==> src/rtl/text_overlay_pkg.sv <==
// Shared definitions for the text overlay: animation mode encodings and a
// width helper used to size counters and indices.
package text_overlay_pkg;

    localparam int COORD_W = 10;

    typedef enum logic [1:0] {
        MODE_STATIC       = 2'b00,
        MODE_BLINK        = 2'b01,
        MODE_SCROLL       = 2'b10,
        MODE_SCROLL_BLINK = 2'b11
    } mode_e;

    // Bits needed to hold values 0..value-1, never less than one bit.
    function automatic int clog2_min1(input int value);
        int w;
        w = 1;
        while ((1 << w) < value) w++;
        return w;
    endfunction

endpackage

==> src/rtl/overlay_anim_timer.sv <==
// Per-frame animation timer: advances the horizontal scroll position and the
// blink visibility on each frame_start, according to the latched mode.
module overlay_anim_timer
    import text_overlay_pkg::*;
#(
    parameter int GLYPH_W    = 22,
    parameter int SCROLL_DIV = 4,
    parameter int BLINK_DIV  = 30,
    parameter int POS_W      = clog2_min1(GLYPH_W)
) (
    input  logic             clk,
    input  logic             rst_n,
    input  logic             frame_start,
    input  mode_e            mode_q,
    output logic [POS_W-1:0] scroll_pos,
    output logic             blink_vis
);

    localparam int SC_W = clog2_min1(SCROLL_DIV);
    localparam int BL_W = clog2_min1(BLINK_DIV);

    localparam logic [SC_W-1:0]  SC_LAST  = SC_W'(SCROLL_DIV - 1);
    localparam logic [BL_W-1:0]  BL_LAST  = BL_W'(BLINK_DIV - 1);
    localparam logic [POS_W-1:0] POS_LAST = POS_W'(GLYPH_W - 1);

    logic [SC_W-1:0] scroll_cnt;
    logic [BL_W-1:0] blink_cnt;

    // NOTE: state registers use non-blocking assignments so every register
    // samples pre-edge values regardless of statement order.
    always_ff @(posedge clk or negedge rst_n) begin
        if (!rst_n) begin
            scroll_cnt <= '0;
            scroll_pos <= '0;
        end else if (frame_start) begin
            if (mode_q[1]) begin
                if (scroll_cnt == SC_LAST) begin
                    scroll_cnt <= '0;
                    scroll_pos <= (scroll_pos == POS_LAST) ? '0 : scroll_pos + 1'b1;
                end else begin
                    scroll_cnt <= scroll_cnt + 1'b1;
                end
            end else begin
                scroll_cnt <= '0;
                scroll_pos <= '0;
            end
        end
    end

    always_ff @(posedge clk or negedge rst_n) begin
        if (!rst_n) begin
            blink_cnt <= '0;
            blink_vis <= 1'b1;
        end else if (frame_start) begin
            if (mode_q[0]) begin
                if (blink_cnt == BL_LAST) begin
                    blink_cnt <= '0;
                    blink_vis <= ~blink_vis;
                end else begin
                    blink_cnt <= blink_cnt + 1'b1;
                end
            end else begin
                blink_cnt <= '0;
                blink_vis <= 1'b1;
            end
        end
    end

endmodule

==> src/rtl/text_overlay_anim.sv <==
// Bitmap text overlay: maps pixel (x, y) onto a writable 1-bpp glyph bitmap on
// a coarse cell grid, with scroll/blink animation and a registered output.
module text_overlay_anim
    import text_overlay_pkg::*;
#(
    parameter int GLYPH_W    = 22,
    parameter int GLYPH_H    = 9,
    parameter int SCALE_LOG2 = 3,
    parameter int ORIGIN_X   = 30,
    parameter int ORIGIN_Y   = 25,
    parameter int SCROLL_DIV = 4,
    parameter int BLINK_DIV  = 30
) (
    input  logic               clk,
    input  logic               rst_n,
    input  logic [9:0]         x,
    input  logic [9:0]         y,
    input  logic               frame_start,
    input  logic [1:0]         mode,
    input  logic               wr_en,
    input  logic [3:0]         wr_row,
    input  logic [GLYPH_W-1:0] wr_data,
    output logic               overlay_active
);

    localparam int CELL_W = COORD_W - SCALE_LOG2;
    localparam int POS_W  = clog2_min1(GLYPH_W);
    localparam int ROW_W  = clog2_min1(GLYPH_H);

    localparam logic [CELL_W-1:0] ORG_X   = CELL_W'(ORIGIN_X);
    localparam logic [CELL_W-1:0] ORG_Y   = CELL_W'(ORIGIN_Y);
    localparam logic [CELL_W:0]   GW_EXT  = (CELL_W + 1)'(GLYPH_W);
    localparam logic [CELL_W:0]   GH_EXT  = (CELL_W + 1)'(GLYPH_H);
    localparam logic [4:0]        GH_WR   = 5'(GLYPH_H);

    logic [GLYPH_W-1:0] bitmap [GLYPH_H];
    mode_e              mode_q;
    logic [POS_W-1:0]   scroll_pos;
    logic               blink_vis;

    logic [CELL_W-1:0]  off_x;
    logic [CELL_W-1:0]  off_y;
    logic [CELL_W:0]    col_sum;
    logic               in_range;
    logic [ROW_W-1:0]   row_sel;
    logic [POS_W-1:0]   col_sel;
    logic               lit;
    logic               unused_low_bits;

    // Sub-cell pixel bits do not affect which cell is addressed.
    assign unused_low_bits = ^{x[SCALE_LOG2-1:0], y[SCALE_LOG2-1:0]};

    // Negative offsets wrap to large unsigned values and fail the range test.
    assign off_x    = x[COORD_W-1:SCALE_LOG2] - ORG_X;
    assign off_y    = y[COORD_W-1:SCALE_LOG2] - ORG_Y;
    assign in_range = ({1'b0, off_x} < GW_EXT) && ({1'b0, off_y} < GH_EXT);
    assign col_sum  = {1'b0, off_x} + (CELL_W + 1)'(scroll_pos);

    // NOTE: every always_comb output gets a default first so no latch is inferred.
    always_comb begin
        row_sel = '0;
        col_sel = '0;
        if (in_range) begin
            row_sel = off_y[ROW_W-1:0];
            col_sel = POS_W'((col_sum >= GW_EXT) ? col_sum - GW_EXT : col_sum);
        end
    end

    assign lit = bitmap[row_sel][col_sel];

    // NOTE: the bitmap is reset because the overlay must read blank after reset;
    // this costs reset fan-out on every storage flop.
    always_ff @(posedge clk or negedge rst_n) begin
        if (!rst_n) begin
            for (int r = 0; r < GLYPH_H; r++) bitmap[r] <= '0;
        end else if (wr_en && ({1'b0, wr_row} < GH_WR)) begin
            bitmap[wr_row] <= wr_data;
        end
    end

    // The timer sees the pre-edge mode_q, so a new mode takes effect one frame later.
    always_ff @(posedge clk or negedge rst_n) begin
        if (!rst_n) begin
            mode_q <= MODE_STATIC;
        end else if (frame_start) begin
            mode_q <= mode_e'(mode);
        end
    end

    always_ff @(posedge clk or negedge rst_n) begin
        if (!rst_n) begin
            overlay_active <= 1'b0;
        end else begin
            overlay_active <= in_range & lit & blink_vis;
        end
    end

    overlay_anim_timer #(
        .GLYPH_W    (GLYPH_W),
        .SCROLL_DIV (SCROLL_DIV),
        .BLINK_DIV  (BLINK_DIV),
        .POS_W      (POS_W)
    ) u_timer (
        .clk         (clk),
        .rst_n       (rst_n),
        .frame_start (frame_start),
        .mode_q      (mode_q),
        .scroll_pos  (scroll_pos),
        .blink_vis   (blink_vis)
    );

endmodule
==> config.mk <==
export PLATFORM = sky130hd
export DESIGN_NAME = text_overlay_anim
export DESIGN_NICKNAME = d
export VERILOG_FILES = /design/src/rtl/text_overlay_pkg.sv /design/src/rtl/overlay_anim_timer.sv /design/src/rtl/text_overlay_anim.sv
export SDC_FILE = /design/constraint.sdc
export NUM_CORES = 1
export LEC_CHECK = 0
export CELL_PAD_IN_SITES_DETAIL_PLACEMENT = 0
export CELL_PAD_IN_SITES_GLOBAL_PLACEMENT = 1
export CORE_ASPECT_RATIO = 0.8
export CORE_MARGIN = 2
export CORE_UTILIZATION = 35
export DETAILED_ROUTE_END_ITERATION = 7
export PLACE_DENSITY_LB_ADDON = 0.05
export SETUP_SLACK_MARGIN = 0.4
export SLEW_MARGIN = 5
export SYNTH_ARGS = -nofsm -noshare
export SYNTH_HDL_FRONTEND = slang
export SYNTH_SLANG_ARGS = --single-unit
==> constraint.sdc <==
create_clock -name clk -period 3.5 [get_ports clk]
set_input_delay 0.7 -clock clk [delete_from_list [all_inputs] [get_ports clk]]
set_output_delay 0.7 -clock clk [all_outputs]
set_load 0.1 [all_outputs]
# --- Word level (Yosys, flattened, before mapping) ---
# Cells that the tools add are included.
# W data, S select, Z words.
op_classes:
  n_bitwise: 5
  n_reduce_logical: 5
  n_addsub: 7
  muxes: 20
  n_eq_ne: 5
  n_lt_le_gt_ge: 8
op_table:
  columns: ["op", "count"]
  rows:
  - ["$bwmux W198", 1]
  - ["$bmux W22 S4", 1]
  - ["$demux W22 S4", 1]
  - ["$mux W22", 3]
  - ["$mux W5", 7]
  - ["$sub A7 B5 Y7 const B", 2]
  - ["$add A5 B1 Y5 const B", 2]
  - ["$eq A5 B5 Y1 const B", 2]
  - ["$ge A5 B5 Y1 const B", 2]
  - ["$not A4 Y5", 2]
  - ["$add A7 B5 Y8", 1]
  - ["$ge A8 B5 Y1 const B", 1]
  - ["$lt A7 B4 Y1 const B", 1]
  - ["$lt A7 B5 Y1 const B", 1]
  - ["$lt A5 B6 Y1 const B", 1]
  - ["$bmux W1 S5", 1]
  - ["$lt A5 B1 Y1 const B", 1]
  - ["$sub A5 B5 Y5 const B", 1]
  - ["$lt A4 B4 Y1 const B", 1]
  - ["$mux W2", 2]
  - ["$mux W4", 1]
  - ["$ne A2 B1 Y1 const B", 2]
  - ["$reduce_and A2 Y1", 2]
  - ["$logic_and A1 B1 Y1", 3]
  - ["other kinds (5)", 8]
word_totals:
  elab_cells: 65
  out_inout_bits: 1
  ff_bits: 214
  inputBits: 52

# --- Longest topological paths before layout ---
depth:
  ltp_word: 12
  mapped_depth: 18
  ltp_nobuf: 14

# --- Hierarchy ---
# A second synthesis with hierarchy kept.
hier_totals:
  cells_unflattened: 858
  hier_area_um2: 10940.5
modules_own_cells:
  columns: ["mod", "seq_area_each_um2", "cells_per_inst", "area_each_um2", "instances"]
  rows:
  - ["text_overlay_anim", 5029.8, 790, 10238.6, 1]
  - ["overlay_anim_timer", 326.6, 68, 701.9, 1]

# --- Least setup slack after synthesis ---
# Ideal clock, no wire load.
synth_timing:
  path_type: "input -> register"
  from: "input port y[3]"
  to: "register overlay_active"
  arrival_ns: 4.143
  path_stages: 16
  path_buffers: 4
  setup_slack_ns: -0.769
  setup_time_ns: 0.126
  cell_sequence: "buf_6 inv_1 clkbuf_1 clkbuf_1 ha_1 nand2b_4 a211o_1 a21o_1 or3_1 buf_6 a2111oi_4 a211oi_1 a2111o_1 a31oi_1 a2111oi_0 a311o_1"
synth_via:
  elab_chain_cells: 12
  word_cells_on_any_way: 13
  classes_between: "add/sub (1); order compare (1); mux (7); bitwise (3); reduce/logical (1)"
synth_rtl:
  columns: ["element", "line", "rtl"]
  rows:
  - ["start, declared", "text_overlay_anim.sv:17", "input logic [9:0] y,"]
  - ["$sub A7 B5 Y7 (*)", "text_overlay_anim.sv:55", "assign off_y = y[COORD_W-1:SCALE_LOG2] - ORG_Y;"]
  - ["$lt A7 B4 Y1", "text_overlay_anim.sv:56", "assign in_range = ({1'b0, off_x} < GW_EXT) && ({1'b0, off_y} < GH_EXT);"]
  - ["$logic_and A1 B1 Y1", "text_overlay_anim.sv:56", null]
  - ["$mux W4", "text_overlay_anim.sv:63", "if (in_range) begin"]
  - ["$not A4 Y5 (not written as such)", "text_overlay_anim.sv:69", "assign lit = bitmap[row_sel][col_sel];"]
  - ["$bmux W22 S4", "text_overlay_anim.sv:69", null]
  - ["$mux W22 (not written as such) (2 in a row)", "text_overlay_anim.sv:69", null]
  - ["$bmux W1 S5", "text_overlay_anim.sv:69", null]
  - ["$mux W1 (not written as such)", "text_overlay_anim.sv:69", null]
  - ["$and A1 B1 Y1 (*) (2 in a row)", "text_overlay_anim.sv:94", "overlay_active <= in_range & lit & blink_vis;"]
  - ["end signal, assigned", "text_overlay_anim.sv:94", null]
  - ["end, declared", "text_overlay_anim.sv:23", "output logic overlay_active"]
# Every way passes the cells marked *; elsewhere a longest branch is shown, timed or not. The select of a mux whose other input is x is not followed.
# A chain may end at the register's enable or synchronous reset.

# --- Worst setup path after layout ---
layout_timing:
  from: "input port x[5]"
  to: "register overlay_active"
layout_via:
  elab_chain_cells: 12
  word_cells_on_any_way: 17
  classes_between: "add/sub (3); order compare (2); mux (8); bitwise (3); reduce/logical (1)"
layout_rtl:
  columns: ["element", "line", "rtl"]
  rows:
  - ["start, declared", "text_overlay_anim.sv:16", "input logic [9:0] x,"]
  - ["$sub A7 B5 Y7 (*)", "text_overlay_anim.sv:54", "assign off_x = x[COORD_W-1:SCALE_LOG2] - ORG_X;"]
  - ["$lt A7 B5 Y1", "text_overlay_anim.sv:56", null]
  - ["$logic_and A1 B1 Y1", "text_overlay_anim.sv:56", null]
  - ["$mux W4", "text_overlay_anim.sv:63", null]
  - ["$not A4 Y5 (not written as such)", "text_overlay_anim.sv:69", null]
  - ["$bmux W22 S4", "text_overlay_anim.sv:69", null]
  - ["$mux W22 (not written as such) (2 in a row)", "text_overlay_anim.sv:69", null]
  - ["$bmux W1 S5", "text_overlay_anim.sv:69", null]
  - ["$mux W1 (not written as such)", "text_overlay_anim.sv:69", null]
  - ["$and A1 B1 Y1 (*) (2 in a row)", "text_overlay_anim.sv:94", null]
# Marks and branches as above.

==> flow_summary.toml <==
[routing]
route.detailed.vias_per_inst = 5.511
ant_nets = 0
drt_iter0_markers = 416
drt_pass1_iterations = 6
routed_wirelength_um = 34510
routed_wire_length_per_instance_um = 23.30
vias = 8162
drc = 0

[cts]
cts-buffers-inserted = 25
cts-root-to-sink-buffers = 3
tritoncts_clock_tree = "built"
clock_latency_on_the_worst_skew_pair_ns = 0.54
tritoncts_num_sinks = 214
cts-htree-levels = 1
clock_tree.root_cell = "sky130_fd_sc_hd__clkbuf_16"
clk_pin_slew_ns = 0.06

[grt]
grt_max_degree = 85
grt_pass1_wl_um = 53740
grt_antenna_before_repair = 0
grt_pass1_vias = 8742
grt-ovfl-total = 0
grt_util_all_layers_pct = 21.53

[floorplanning]
num_rows = 57
core_box_area_sq_mm = 0.03052
die-area_sq_mm = 0.03257
floorplan.die.width_um = 201.3
floorplan.initialDensity_pct = 35.70
y_dimension_of_the_die_um = 161.8
design.portCount = 53

[layout]
layoutNonFillerInstCount = 1481
total_number_of_nets_in_the_final_design = 1118
num_antenna_cells = 0
proportion_of_layout_cells_with_a_drive_suffix_above_1_pct = 46.07
finish.instance_area_sq_mm = 0.01420
areaGrowthSynthToFinish_pct = 30.32

[placement]
hpwlAfterDp_um = 22440
placement.cell_area_sq_mm = 0.01271
placed_insts = 1418
globalplace.congestion = 0.8923
io_buffers = 46

[synthesis]
synth_adder_area_share_pct = 1.906
post_synthesis_sequential_element_count = 214
async_reset_ff_share_pct = 100.0
synth_cell_type_count = 77
netlist_instances = 890
synth.cell_area_sq_mm = 0.01090
syn-num-nets = 958
synth_top_family_by_area = "multiplexers"
synthesis.yosys.warnings = 0
yosysSeqAreaShare_pct = 49.16
xor_xnor_fraction_of_synth_area_pct = 1.033
synth.mux.area_fraction_pct = 25.64
number_of_enable_type_register_cells_in_the_synthesized_netlist = 0
synth_simple_gate_area_share_pct = 7.601
synth_compound_area_share_pct = 11.88
synth_flop_cell = "sky130_fd_sc_hd__dfrtp_1"
post_synthesis_mean_instance_area_sq_um = 12.24

[critical_path]
slowest_stage = "sky130_fd_sc_hd__a311o_1"
critical_path.max_fanout = 6
r2r-end = "overlay_active"
timing.rr.start = "u_timer.scroll_pos[1]"
critical-path-top-cell-by-count = "sky130_fd_sc_hd__buf_6"
worst_path_bufs_invs = 2
timing.critical_path.depth = 15
worst-endpoint-arrival_ns = 3.76
cpPeakStageDelay_ns = 0.33
crit_type = "in2reg"
path_delay_family = "compound AO/OA/AOI/OAI gates"
path_cells = "buf_6, ha_4, xor2_1, ha_1, o21ai_2, o31a_1, a211o_1, a211oi_4, buf_6, mux2i_4, nor3b_2, o41ai_2, o311ai_2, a311oi_2, a311o_1"
worst_setup_path_start_kind = "input port"
endpoint_kind = "flop"
setup.reg_to_reg.worst_slack_ns = 0.26
timing.critical_path.required_ns = 3.92
worst-r2r-cell-count = 12

[power_and_ir_drop]
power_density_over_cell_area_mw_per_mm2 = 577.1
power.leakage_nw = 5.987
worst_ir_drop_vdd_v = 0.0003293

[sta]
setup_repair_after_global_routing_missed_its_margin = "true"
layout_worst_path_cycle_share_pct = 95.22
clock_skew_ns = 0.01478
finalSetupViolations = 0
layout_min_cycle_time_ns = 3.333
tightest_slew_ns = 0.9608
finalHoldViolations = 0
timing.slew.headroom_pct = 35.74
drv_slew = 0
clock.fmax_mhz = 300.0

[min_path]
worstHoldPathType = "in2async"

[run_status]
status = "completed"

[flow_run]
maxCapViolCount = 0
worst max-delay path by stage:
| stage | end | slack [ns] | start |
|---|---|---|---|
| after floorplan | overlay_active | -0.25 | y[3] |
| after global placement | overlay_active | -0.95 | x[5] |
| after detailed placement | overlay_active | -1.14 | x[4] |
| after CTS | overlay_active | 0.18 | u_timer.scroll_pos[0] |
| after global routing | overlay_active | 0.09 | x[5] |
| final | overlay_active | 0.17 | x[5] |
state kept, by name, summed over array words and instances (netlist names):
register / cells
bitmap: 198
u_timer.blink_cnt: 5
u_timer.scroll_pos: 5
mode_q: 2
u_timer.scroll_cnt: 2
overlay_active: 1
u_timer.blink_vis: 1
metrics by stage:
stage / setup WS, ns / total power, mW / TNS (ns) / hold WS [ns] / utilization (%)
final: 0.1671 / 8.195 / 0 / 0.1640 / 46.52
after detailed placement: -1.137 / 5.195 / -1.137 / 0.4888 / 41.64
after floorplan: -0.2471 / 4.430 / -0.2471 / 0.4044 / -
after global routing: 0.08627 / 8.607 / 0 / 0.2193 / 46.52
after global placement: -0.9518 / 5.114 / -0.9518 / 0.4699 / 41.64
after CTS: 0.1771 / 8.183 / 0 / 0.1898 / 45.75
cells in the final DEF, fill, tap and decap left out, drive strengths merged, types with 4 or more instances in the layout:
master,instances
a31oi,8
o31ai,6
bufinv,5
inv,18
o21ai,37
a211o,4
mux2,209
or3,4
and2,12
a211oi,24
o211ai,5
a2111oi,11
dlygate4sd2,4
mux2i,26
clkbuf,36
mux4,8
clkdlybuf4s50,32
o22ai,8
xnor2,6
clkinv,4
buf,145
dfrtp,213
nor3,17
o32ai,5
nor2b,4
and3,5
o221ai,5
a21oi,27
nand2b,11
nand3,16
a22oi,6
nor2,27
nand2,44
xor2,6
ha,15
power breakdown:
part | leakage (nW) | internal (mW) | switching, mW
clock | 0.434 | 1.76 | 1.06
sequential | 2.64 | 3.03 | 0.310
combinational | 2.92 | 1.09 | 0.945
area by class of cell:
class | count | area, sq um
clock buffer | 34 | 699.4
clock inverter | 11 | 186.4
fill | 2829 | 16320
inverter | 17 | 66.31
multi-input combinational | 605 | 5720
sequential | 214 | 5356
tap | 413 | 516.7
timing repair buffer | 187 | 1655
worst reg2reg max path: stages (launching register included):
cell and delay, ns:
sky130_fd_sc_hd__dfrtp_1 0.44, sky130_fd_sc_hd__ha_1 0.33, sky130_fd_sc_hd__a211oi_1 0.09, sky130_fd_sc_hd__o31a_1 0.30, sky130_fd_sc_hd__a211o_1 0.30, sky130_fd_sc_hd__a211oi_4 0.23
sky130_fd_sc_hd__buf_6 0.17, sky130_fd_sc_hd__mux2i_4 0.29, sky130_fd_sc_hd__nor3b_2 0.23, sky130_fd_sc_hd__o41ai_2 0.10, sky130_fd_sc_hd__o311ai_2 0.26, sky130_fd_sc_hd__a311oi_2 0.08
sky130_fd_sc_hd__a311o_1 0.34
cells by family (layout without fill, tap and decap cells):
kind of cell    after synthesis  count (layout)
mux                         243             243
flops                       214             214
compound gates              178             178
simple gates                156             156
buf+inv                      71             249
fa+ha+maj                    16              16
xor+xnor                     12              12
routing by layer:
layer	share of wire (%)	track usage [%]
met5	0	0
met4	2.3	5.314
met3	4.7	3.431
met2	45	33.83
met1	48	31.18
synth_stat cells (9+ instances only):
library cell	n	area (sq um)
sky130_fd_sc_hd__mux2i_1	26	260.3
sky130_fd_sc_hd__a211oi_1	22	165.2
sky130_fd_sc_hd__o21ai_0	34	170.2
sky130_fd_sc_hd__nand2_1	44	165.2
sky130_fd_sc_hd__nor2_1	25	93.84
sky130_fd_sc_hd__inv_1	17	63.81
sky130_fd_sc_hd__nor3_1	15	75.07
sky130_fd_sc_hd__mux2_2	209	2354
sky130_fd_sc_hd__dfrtp_1	213	5330
sky130_fd_sc_hd__a21oi_1	26	130.1
sky130_fd_sc_hd__buf_1	11	41.29
sky130_fd_sc_hd__clkbuf_1	34	127.6
sky130_fd_sc_hd__and2_1	10	62.56
sky130_fd_sc_hd__ha_1	15	187.7
sky130_fd_sc_hd__nand3_1	16	80.08
sky130_fd_sc_hd__nand2b_1	10	62.56
sky130_fd_sc_hd__a2111oi_0	9	78.83
repair_timing:
item,4_1_cts,5_1_grt
pin swaps,33,37
gates cloned,0,0
setup buffers,14,4
hold buffers,0,0
gates resized for setup,78,51
endpoints found under the setup margin,1,1
Power figures use the tool's default switching activity.
